<file path="config.mk">
export PLATFORM = sky130hd
export DESIGN_NAME = fsm1_mem_resp
export DESIGN_NICKNAME = d
export VERILOG_FILES = /design/src/rtl/fsm1_mem_resp.sv
export SDC_FILE = /design/constraint.sdc
export NUM_CORES = 1
export LEC_CHECK = 0
export CELL_PAD_IN_SITES_DETAIL_PLACEMENT = 0
export CELL_PAD_IN_SITES_GLOBAL_PLACEMENT = 1
export CORE_MARGIN = 2
export CORE_UTILIZATION = 40
export DETAILED_ROUTE_END_ITERATION = 16
export PLACE_DENSITY = 0.68
export SLEW_MARGIN = 25
export SYNTH_ARGS = -nofsm -noshare
export SYNTH_HDL_FRONTEND = slang
export SYNTH_SLANG_ARGS = --single-unit
</file>
<file path="constraint.sdc">
create_clock -name clock -period 2.14 [get_ports clock]
set_input_delay 0.535 -clock clock [delete_from_list [all_inputs] [get_ports clock]]
set_output_delay 0.535 -clock clock [all_outputs]
set_load 0.05 [all_outputs]
</file>
<file path="src/rtl/fsm1_mem_resp.sv">
// Memory-side responder for the go/rd/ws/ds read handshake: answers each rd
// request with a per-request number of ws cycles, then returns a word from a local array.
module fsm1_mem_resp #(
    parameter int DATA_W = 8,
    parameter int ADDR_W = 4,
    parameter int DEPTH  = 16,
    parameter int WAIT_W = 3
) (
    input  logic              clock,
    input  logic              reset,
    input  logic              rd,
    input  logic [ADDR_W-1:0] addr,
    input  logic [WAIT_W-1:0] wait_cfg,
    output logic              ws,
    output logic [DATA_W-1:0] rdata,
    output logic              busy,
    output logic              rerr,
    output logic              abort,
    input  logic              we,
    input  logic [ADDR_W-1:0] waddr,
    input  logic [DATA_W-1:0] wdata
);

    // state | meaning
    // IDLE  | no request; accepts on rd=1
    // WAIT  | request accepted, ws high, wait counter running down
    // HOLD  | data presented, waiting for rd to drop
    typedef enum logic [1:0] {IDLE, WAIT, HOLD} state_t;

    localparam logic [ADDR_W:0] DEPTH_L = (ADDR_W+1)'(DEPTH);

    state_t              state, state_nxt;
    logic [WAIT_W-1:0]   cnt, cnt_nxt;
    logic [ADDR_W-1:0]   addr_q, addr_nxt;
    logic                ws_nxt, rerr_nxt, abort_nxt;
    logic [DATA_W-1:0]   rdata_nxt;
    logic [DATA_W-1:0]   mem [DEPTH];
    logic                complete;
    logic [ADDR_W-1:0]   rd_addr;
    logic                rd_oor;
    logic [DATA_W-1:0]   rd_word;

    // A zero-wait request completes on its accept edge, so it reads the live address.
    assign rd_addr = (state == IDLE) ? addr : addr_q;
    assign rd_oor  = ({1'b0, rd_addr} >= DEPTH_L);
    assign rd_word = rd_oor ? '0 : mem[rd_addr];
    assign busy    = (state != IDLE);

    always_comb begin
        state_nxt = state;
        cnt_nxt   = cnt;
        addr_nxt  = addr_q;
        ws_nxt    = ws;
        rdata_nxt = rdata;
        rerr_nxt  = 1'b0;
        abort_nxt = 1'b0;
        complete  = 1'b0;
        case (state)
            IDLE: begin
                ws_nxt = 1'b0;
                if (rd) begin
                    addr_nxt = addr;
                    cnt_nxt  = wait_cfg;
                    if (wait_cfg != '0) begin
                        state_nxt = WAIT;
                        ws_nxt    = 1'b1;
                    end else begin
                        complete  = 1'b1;
                        state_nxt = HOLD;
                    end
                end
            end
            WAIT: begin
                if (!rd) begin
                    state_nxt = IDLE;
                    ws_nxt    = 1'b0;
                    abort_nxt = 1'b1;
                    cnt_nxt   = '0;
                end else begin
                    cnt_nxt = cnt - 1'b1;
                    if (cnt == WAIT_W'(1)) begin
                        complete  = 1'b1;
                        ws_nxt    = 1'b0;
                        state_nxt = HOLD;
                    end
                end
            end
            HOLD: begin
                ws_nxt = 1'b0;
                if (!rd) state_nxt = IDLE;
            end
            default: begin
                state_nxt = IDLE;
                ws_nxt    = 1'b0;
            end
        endcase
        if (complete) begin
            rdata_nxt = rd_word;
            rerr_nxt  = rd_oor;
        end
    end

    always_ff @(posedge clock) begin
        if (reset) begin
            state  <= IDLE;
            cnt    <= '0;
            addr_q <= '0;
            ws     <= 1'b0;
            rdata  <= '0;
            rerr   <= 1'b0;
            abort  <= 1'b0;
        end else begin
            state  <= state_nxt;
            cnt    <= cnt_nxt;
            addr_q <= addr_nxt;
            ws     <= ws_nxt;
            rdata  <= rdata_nxt;
            rerr   <= rerr_nxt;
            abort  <= abort_nxt;
        end
    end

    // The read above samples mem before this edge's write lands, so a same-edge write returns the old word.
    always_ff @(posedge clock) begin
        if (reset) begin
            for (int i = 0; i < DEPTH; i++) mem[i] <= '0;
        end else if (we && ({1'b0, waddr} < DEPTH_L)) begin
            mem[waddr] <= wdata;
        end
    end

endmodule

</file>
==> flow_summary.ini, run 1 <==
[status]
status = finished, violations left
violations = setup timing

[sta]
fin_crit_sh_pct = 102
slew_headroom_pct = 64.3
hold_violations = 0
worst_slack_ps = -34.0
tightest_slew_ps = 538
clock.fmax_mhz = 460
tns_ps = -34.0
rsz0062_at_grt = true
holdWs_ps = 443
layout_min_cycle_time_ps = 2170
skew_ps = 9.08
setup_viol = 1
drv_slew = 0

[global_routing]
grt_max_degree = 65
grt_pass1_vias = 5246
grt_use_total_pct = 21.0
grt_pass1_wl_microns = 30300
antenna_found_initial = 0
overflow = 0

[critical_path]
worstReg2RegStart = state[1]
ff2ff_setup_slack_ps = 110
path_max_fanout = 6
r2r-end = rdata[2]
crit_start = addr[3]
critPathCaptureType = flop
crit_type = input pin to flop
reg2reg_depth = 8
required_ps = 2440
setup.worst_path.end = rdata[0]
arrival_ps = 2470
worstSetupStartpointType = input pin

[detailed_routing]
ant_nets = 0
avgRoutedWirePerCell_microns = 20.6
drtIter0Drc = 470
drt_first_pass_iters = 5
vias = 5380
routed_wl_microns = 20200
avgViaCountPerCell = 5.51
post-route-drc-count = 0

[synth]
yosysSeqAreaShare_pct = 58.8
synth_top_cell_area_share_pct = 53.5
async_reset_ff_share_pct = 0
synth.most_common_cell = nand3_1
synthesis.area_sq_um = 7190
syn_avg_cell_area_sq_um = 10.9
synth-main-ff-cell = edfxtp_1
ys_ff_latch = 147
ys_warn_count = 0
synth_cell_types = 47
synth_common_cells = nand3_1, and2_1, edfxtp_1
synthCells = 658
synth_edf_count = 128
yosys-top-cells-area = edfxtp_1, and2_1, nand3_1
yosys.area.top_type = edfxtp_1
synth_fp_nets = 683

[die]
fp.coreArea_sq_um = 17800
dieHeight_microns = 138
num_io_pins = 35
start_util_pct = 40.4
die_w_microns = 138
dieArea_sq_um = 19100
num_rows = 49

[clocking]
cts_sinks = 147
clockBufferDepth = 2
cts_buffers = 17
cts_tree = yes
cts.htree.levels = 4
root_buffer = clkbuf_16
clk-insertion-delay-late_ps = 420
cts_hold_buf = 0
clk_pin_slew_ps = 60

[power]
powerDensity_nw_per_um2 = 811
power_leakage_nw = 3.23
vdd_ir_drop_max_mv = 0.601

[hold_path]
holdCritPathClass = input pin to flop

[flow_run]
cap_violations = 0

[placed_design]
place.gp.congestion = 0.835
hpwl_microns = 13500
placed_cells = 942
port_buffers = 33

[final_layout]
antenna_cells = 0
nFillCells = 1631
fin_cells = 977
final_nets = 760
seq_area_sq_um = 4230
multi_input_area_sq_um = 2780
drive_gt1_share_pct = 19.4
area_growth_pct = 24.1
-- repair_timing --
item,4_1_cts,5_1_grt
setup buffers,0,2
resized for setup,12,20
endpoints found under the setup margin,12,36
gates cloned,0,1
pin swaps,0,4
-- registers in the layout (all words and copies together), names as in the netlist --
name	count
abort	1
mem	128
addr_q	4
ws	1
rdata	8
state	2
cnt	3
-- logic make-up (layout without fill, tap and decap cells) --
kind of cell               after synthesis  after routing  share of synthesized area, %
AOI/OAI and AO/OA                      102            102                          9.16
adders and majority gates                2              2                         0.348
buffers and inverters                   53            143                          3.94
DFF                                    147            147                          58.8
muxes                                    4              4                         0.575
other                                    1              1                        0.0522
and+or+nand+nor                        349            349                          27.1
-- per-layer routing --
metal | GRT usage (%) | wire length (microns) | vias up
met5 | 0 | 0 | -
met4 | 6.18 | 285 | 0
met3 | 3.84 | 1010 | 23
met2 | 34.8 | 9810 | 144
met1 | 28.3 | 9060 | 2672
li1 | - | - | 2541
-- worst min path at each step --
stage               startpoint   endpoint  slack (ps)  cells after the start
floorplan            addr_q[2]  addr_q[2]         430                      2
global placement     addr_q[2]  addr_q[2]         440                      2
detailed placement   addr_q[2]  addr_q[2]         460                      2
CTS                  addr_q[2]  addr_q[2]         470                      2
global route           addr[0]  addr_q[0]         500                      3
finish                 addr[0]  addr_q[0]         440                      3
-- worst max-delay path, cell delays in order --
cell             delay (ps)
clkdlybuf4s50_1         450
or4b_2                  720
o21ai_4                 140
buf_12                  140
nand3_1                  80
a41oi_2                 300
a2111oi_2                90
-- layout by cell type (no fill, tap or decap), types with 2 or more instances in the layout --
master,n
nand4_1,9
or2_4,3
edfxtp_1,128
nand3b_1,2
o21ai_0,66
inv_1,6
or2_2,13
buf_12,9
nand2_1,7
o21ai_4,3
a41oi_1,3
nor3_2,3
dfxtp_1,17
nand2b_1,7
dfxtp_2,2
clkbuf_16,18
a2111oi_1,4
nand3_1,130
bufinv_16,3
buf_6,3
a21oi_1,7
a41oi_2,5
nor2b_1,2
nor2_1,31
mux2i_1,3
dlygate4sd2_1,7
ha_1,2
clkbuf_1,3
a2111oi_2,4
clkinvlp_4,4
inv_6,2
buf_4,60
nor3_1,3
dlymetal6s2s_1,2
and2_1,128
clkdlybuf4s50_1,23
-- area by class of cell --
class | instances | area share, %
multi-input combinational | 458 | 31.2
inverter | 6 | 0.253
tap | 229 | 3.21
clock buffer | 20 | 4.90
clock inverter | 12 | 1.74
sequential | 147 | 47.4
timing repair buffer | 105 | 11.3
-- through the flow --
step           total power (W)  worst slack [ps]  utilization, %  instance area (sq um)
2_1_floorplan          0.00386               103               -                   7190
3_3_place_gp           0.00424              -531            46.0                   8180
3_5_place_dp           0.00426              -556            46.0                   8180
4_1_cts                0.00723             0.563            49.5                   8800
5_1_grt                0.00746             -68.3            50.1                   8910
6_report               0.00723             -34.0            50.1                   8910
-- report_power, final --
group | switching, W | total, W | internal (W)
Clock | 0.00116 | 0.00299 | 0.00183
Sequential | 0.0000649 | 0.00334 | 0.00328
Combinational | 0.000557 | 0.000900 | 0.000343
Total | 0.00178 | 0.00723 | 0.00545
(Power assumes the default switching activity.)
==> run 2: changes to the inputs <==
SETUP_SLACK_MARGIN = 0.4   (was not set)
==> run 2 against run 1 <==
The flow now finishes without violations. Non-clock buffer count grew 15. Combinational power rose by 22%. Worst setup slack improved by 220 ps. Fmax is 11% higher. Total power up 4.1%. Via count rose by 4.9%. Sequential power is essentially flat. Critical endpoint is now rdata[6]. Largest cell class unchanged.
==> flow_summary.ini, run 2 (synthesis results as in run 1) <==
[status]
status = complete, no violations

[sta]
worst_slack_ps = 182
slew_headroom_pct = 64.0
holdWs_ps = 498
tns_ps = 0
hold_violations = 0
rsz0062_at_grt = true
tightest_slew_ps = 541
drv_slew = 0
skew_ps = 10.3
clock.fmax_mhz = 511
fin_crit_sh_pct = 91.5
setup_viol = 0
layout_min_cycle_time_ps = 1960

[placed_design]
place.gp.congestion = 0.907
hpwl_microns = 13400
place_ws_ps = -521
port_buffers = 33
placed_cells = 940

[power]
power_leakage_nw = 3.42
clkPwrFrac_pct = 40.8
p_switching_w = 0.00197
p_seq_share_pct = 44.5
intPower_w = 0.00556
combPwrFrac_pct = 14.6
powerDensity_nw_per_um2 = 789
vdd_ir_drop_max_mv = 0.622
switching_share_pct = 26.1

[detailed_routing]
avgViaCountPerCell = 5.68
vias = 5642
drtIter0Drc = 580
post-route-drc-count = 0
ant_nets = 0
avgRoutedWirePerCell_microns = 21.9
drt_first_pass_iters = 5
routed_wl_microns = 21800

[final_layout]
drive_gt1_share_pct = 29.7
antenna_cells = 0
largest-register = mem
nFillCells = 1495
fin_cells = 994
reg_top3 = mem: 128 flops, rdata: 8 flops, addr_q: 4 flops
layout_common_cells = and2_1, edfxtp_1, nand3_1
largest_reg_flops = 128
area_growth_pct = 32.8
final_nets = 777

[global_routing]
antenna_found_initial = 0
grt_max_degree = 65
grt_use_total_pct = 23.1
grt_pass1_vias = 5540
overflow = 0
grt_pass1_wl_microns = 33300

[clocking]
cts.htree.levels = 4
root_buffer = clkbuf_16
cts_buffers = 17
cts_sinks = 147
cts_tree = yes
clk_pin_slew_ps = 60
clockBufferDepth = 2
clk-insertion-delay-late_ps = 430

[die]
dieArea_sq_um = 19100
num_rows = 49
die_w_microns = 138
start_util_pct = 40.4
dieHeight_microns = 138
fp.coreArea_sq_um = 17800
num_io_pins = 35

[critical_path]
critPathCaptureType = flop
crit_type = flop to flop
path_max_fanout = 6
worstSetupStartpointType = flop
required_ps = 2450
arrival_ps = 2270

[flow_run]
cap_violations = 0

[hold_path]
holdCritPathClass = flop to flop
run 2: power groups by stage:
stage	sequential, W	combinational [W]	clock, W
after floorplan	0.00340	0.000503	0
after CTS	0.00335	0.00104	0.00310
after detailed placement	0.00341	0.000867	0
after global placement	0.00341	0.000861	0
final	0.00335	0.00110	0.00307
after global routing	0.00337	0.00117	0.00323
run 2: stage by stage:
stage                     util (%)  total power (W)  cell area, sq um
after floorplan                  -          0.00390              7410
after detailed placement      46.9          0.00428              8340
after global placement        46.9          0.00427              8340
final                         53.7          0.00753              9540
after global routing          53.7          0.00776              9540
after CTS                     53.1          0.00749              9430
run 2: timing repair:
item	CTS	global route
endpoints found under the setup margin	243	28
pin swaps	32	37
buffers inserted	11	3
hold buffers	0	0
gates cloned	7	1
gates resized for setup	92	30
run 2: worst max-delay path, stage by stage (launching register included):
cell,delay (ps)
dfxtp_4,370
buf_6,130
nor3b_4,180
buf_6,150
buf_8,140
buf_16,130
o21ai_0,80
nand3_1,140
nand4_1,160
a2111oi_2,340
run 2: worst paths after layout:
path / from / to / slack [ps] / cells after the start
max: state[0] / rdata[6] / 180 / 9
max reg2reg: state[0] / rdata[6] / 180 / 9
min reg2reg: addr_q[2] / addr_q[2] / 500 / 2
min: addr_q[2] / addr_q[2] / 500 / 2
run 2: layout make-up:
cell class / count / area (sq um) / area share [%]
clock buffers: 17 / 425 / 4.46
clock inverters: 15 / 184 / 1.93
repair buffers: 120 / 1250 / 13.1
flip-flops and latches: 147 / 4230 / 44.3
well taps: 229 / 287 / 3.00
multi-input cells: 460 / 3150 / 33.0
inverters: 6 / 26.3 / 0.275
run 2: layer usage:
| layer | up-vias | share of wire [%] | track usage, % |
|---|---|---|---|
| li1 | 2594 | - | - |
| met3 | 43 | 6.6 | 3.98 |
| met5 | - | 0 | 0 |
| met2 | 243 | 47 | 36.0 |
| met1 | 2762 | 44 | 32.6 |
| met4 | 0 | 2.7 | 8.75 |
==> run 3: changes to the inputs <==
clock period = 1.7 ns   (was 2.14 ns; I/O delays follow)
==> run 3 against run 2 <==
The flow now finishes with violations (setup timing). Worst setup slack worse by 440 ps. Clock power is 16% higher. Critical path type unchanged. Clock skew is 1.5 ps lower. Largest cell class unchanged. Core utilization is 5.7 points higher.
==> flow_summary.ini, run 3 (synthesis results as in run 1) <==
[hold_path]
min_from = addr[0]
worstHoldPathCells = 3
hold_path_end = addr_q[0]
holdCritPathClass = input pin to flop

[sta]
worst_slack_ps = -256
fin_crit_sh_pct = 115
setup_viol = 9
skew_ps = 8.81
drv_slew = 0
tightest_slew_ps = 527
rsz0062_at_grt = true
layout_min_cycle_time_ps = 1960
slew_headroom_pct = 64.9
clock.fmax_mhz = 511
hold_violations = 0

[clocking]
root_buffer = clkbuf_16
cts_sinks = 147
cts_tree = yes
clk-insertion-delay-late_ps = 430
clk_pin_slew_ps = 60
clockBufferDepth = 2
cts.htree.levels = 4
cts_buffers = 17

[detailed_routing]
avgRoutedWirePerCell_microns = 22.9
drt_first_pass_iters = 8
vias = 5852
drtIter0Drc = 586
ant_nets = 0
routed_wl_microns = 23500
post-route-drc-count = 0
avgViaCountPerCell = 5.69

[final_layout]
final_common_cell = edfxtp_1
antenna_cells = 0
final_area_sq_um = 10600
nFillCells = 1450
fin_cells = 1028
drive_gt1_share_pct = 46.2
final_nets = 811
largest_reg_flops = 128
layout_common_cells = edfxtp_1, nand3_1, and2_4
largest-register = mem
reg_top3 = mem: 128 flops, rdata: 8 flops, addr_q: 4 flops
area_growth_pct = 47.0

[power]
powerDensity_nw_per_um2 = 897
clkPwrFrac_pct = 37.6
p_seq_share_pct = 44.6
vdd_ir_drop_max_mv = 0.738
power_leakage_nw = 3.91
p_switching_w = 0.00247
switching_share_pct = 26.0
intPower_w = 0.00701
combPwrFrac_pct = 17.8

[critical_path]
worstSetupStartpointType = flop
required_ps = 2020
reg2reg_depth = 9
r2r-end = rdata[6]
crit_type = flop to flop
path_max_fanout = 8
ff2ff_setup_slack_ps = -260
critPathCaptureType = flop
arrival_ps = 2280
worstReg2RegStart = state[1]

[global_routing]
grt_pass1_vias = 5707
grt_max_degree = 35
grt_use_total_pct = 24.6
grt_pass1_wl_microns = 34800
antenna_found_initial = 0
overflow = 0

[placed_design]
dpl-instance-area_sq_um = 8510
place.gp.congestion = 0.875
placed_cells = 947
hpwl_microns = 14000
port_buffers = 33

[status]
violations = setup timing
status = finished, violations left

[die]
dieArea_sq_um = 19100
die_w_microns = 138
num_rows = 49
start_util_pct = 40.4
fp.coreArea_sq_um = 17800
num_io_pins = 35
dieHeight_microns = 138

[flow_run]
cap_violations = 0
## run 3: cell types whose count changed in the layout (fill, tap and decap cells not counted), sizes merged, moves of 2 or more
cell	change
clkdlybuf4s15	-4
clkinv	+2
buf	+41
clkbuf	+2
clkinvlp	-2
clkdlybuf4s50	-2
## run 3: how the worst max path moves through the flow
stage,from,endpoint
final,state[1],rdata[6]
after CTS,state[0],busy
after detailed placement,addr[0],rdata[3]
after global placement,addr[3],rdata[6]
after floorplan,state[1],rdata[1]
after global routing,state[1],rdata[6]
## run 3: critical path, stage by stage (launching register included)
cell	delay (ps)
dfxtp_4	360
buf_6	120
nor3b_4	230
buf_6	150
buf_12	130
buf_16	140
o21ai_0	130
nand3_1	130
a41oi_2	160
a2111oi_2	300
## run 3: layout make-up
| cell class | instances | area (sq um) | area share (%) |
|---|---|---|---|
| Clock buffer | 19 | 433 | 4.10 |
| Clock inverter | 13 | 118 | 1.11 |
| Inverter | 6 | 25.0 | 0.237 |
| Multi-Input combinational cell | 458 | 3470 | 32.9 |
| Sequential cell | 147 | 4260 | 40.3 |
| Tap cell | 229 | 287 | 2.71 |
| Timing Repair Buffer | 156 | 1970 | 18.7 |
## run 3: per-stage QoR
step           total power [W]  TNS [ps]  setup slack [ps]  hold slack, ps  utilization, %
2_1_floorplan          0.00491     -2060              -126             434               -
3_3_place_gp           0.00544    -94960              -792             452            47.9
3_5_place_dp           0.00545    -99730              -881             456            47.9
4_1_cts                0.00934     -1800              -207             416            56.9
5_1_grt                0.00976     -2610              -333             455            59.4
6_report               0.00948     -1970              -256             425            59.4
## run 3: power by group through the flow
stage	Sequential (W)	Clock, W	Combinational, W
5_1_grt	0.00424	0.00374	0.00178
3_5_place_dp	0.00430	0	0.00116
6_report	0.00423	0.00356	0.00169
2_1_floorplan	0.00428	0	0.000625
3_3_place_gp	0.00429	0	0.00114
4_1_cts	0.00423	0.00358	0.00153
## run 3: routing by layer
layer	track usage, %	vias up	routed length, microns
li1	-	2670	-
met1	34.3	2855	9850
met2	36.7	281	10800
met3	6.96	46	2190
met4	9.18	0	678
met5	0	-	0
## run 3: repair_timing
action                                  CTS  global route
hold buffers                              0             0
pin swaps                                73            60
gates cloned                              9             1
resized for setup                       193           120
setup buffers                            29            10
endpoints found under the setup margin  286           248
endpoints found under the hold margin     0             0
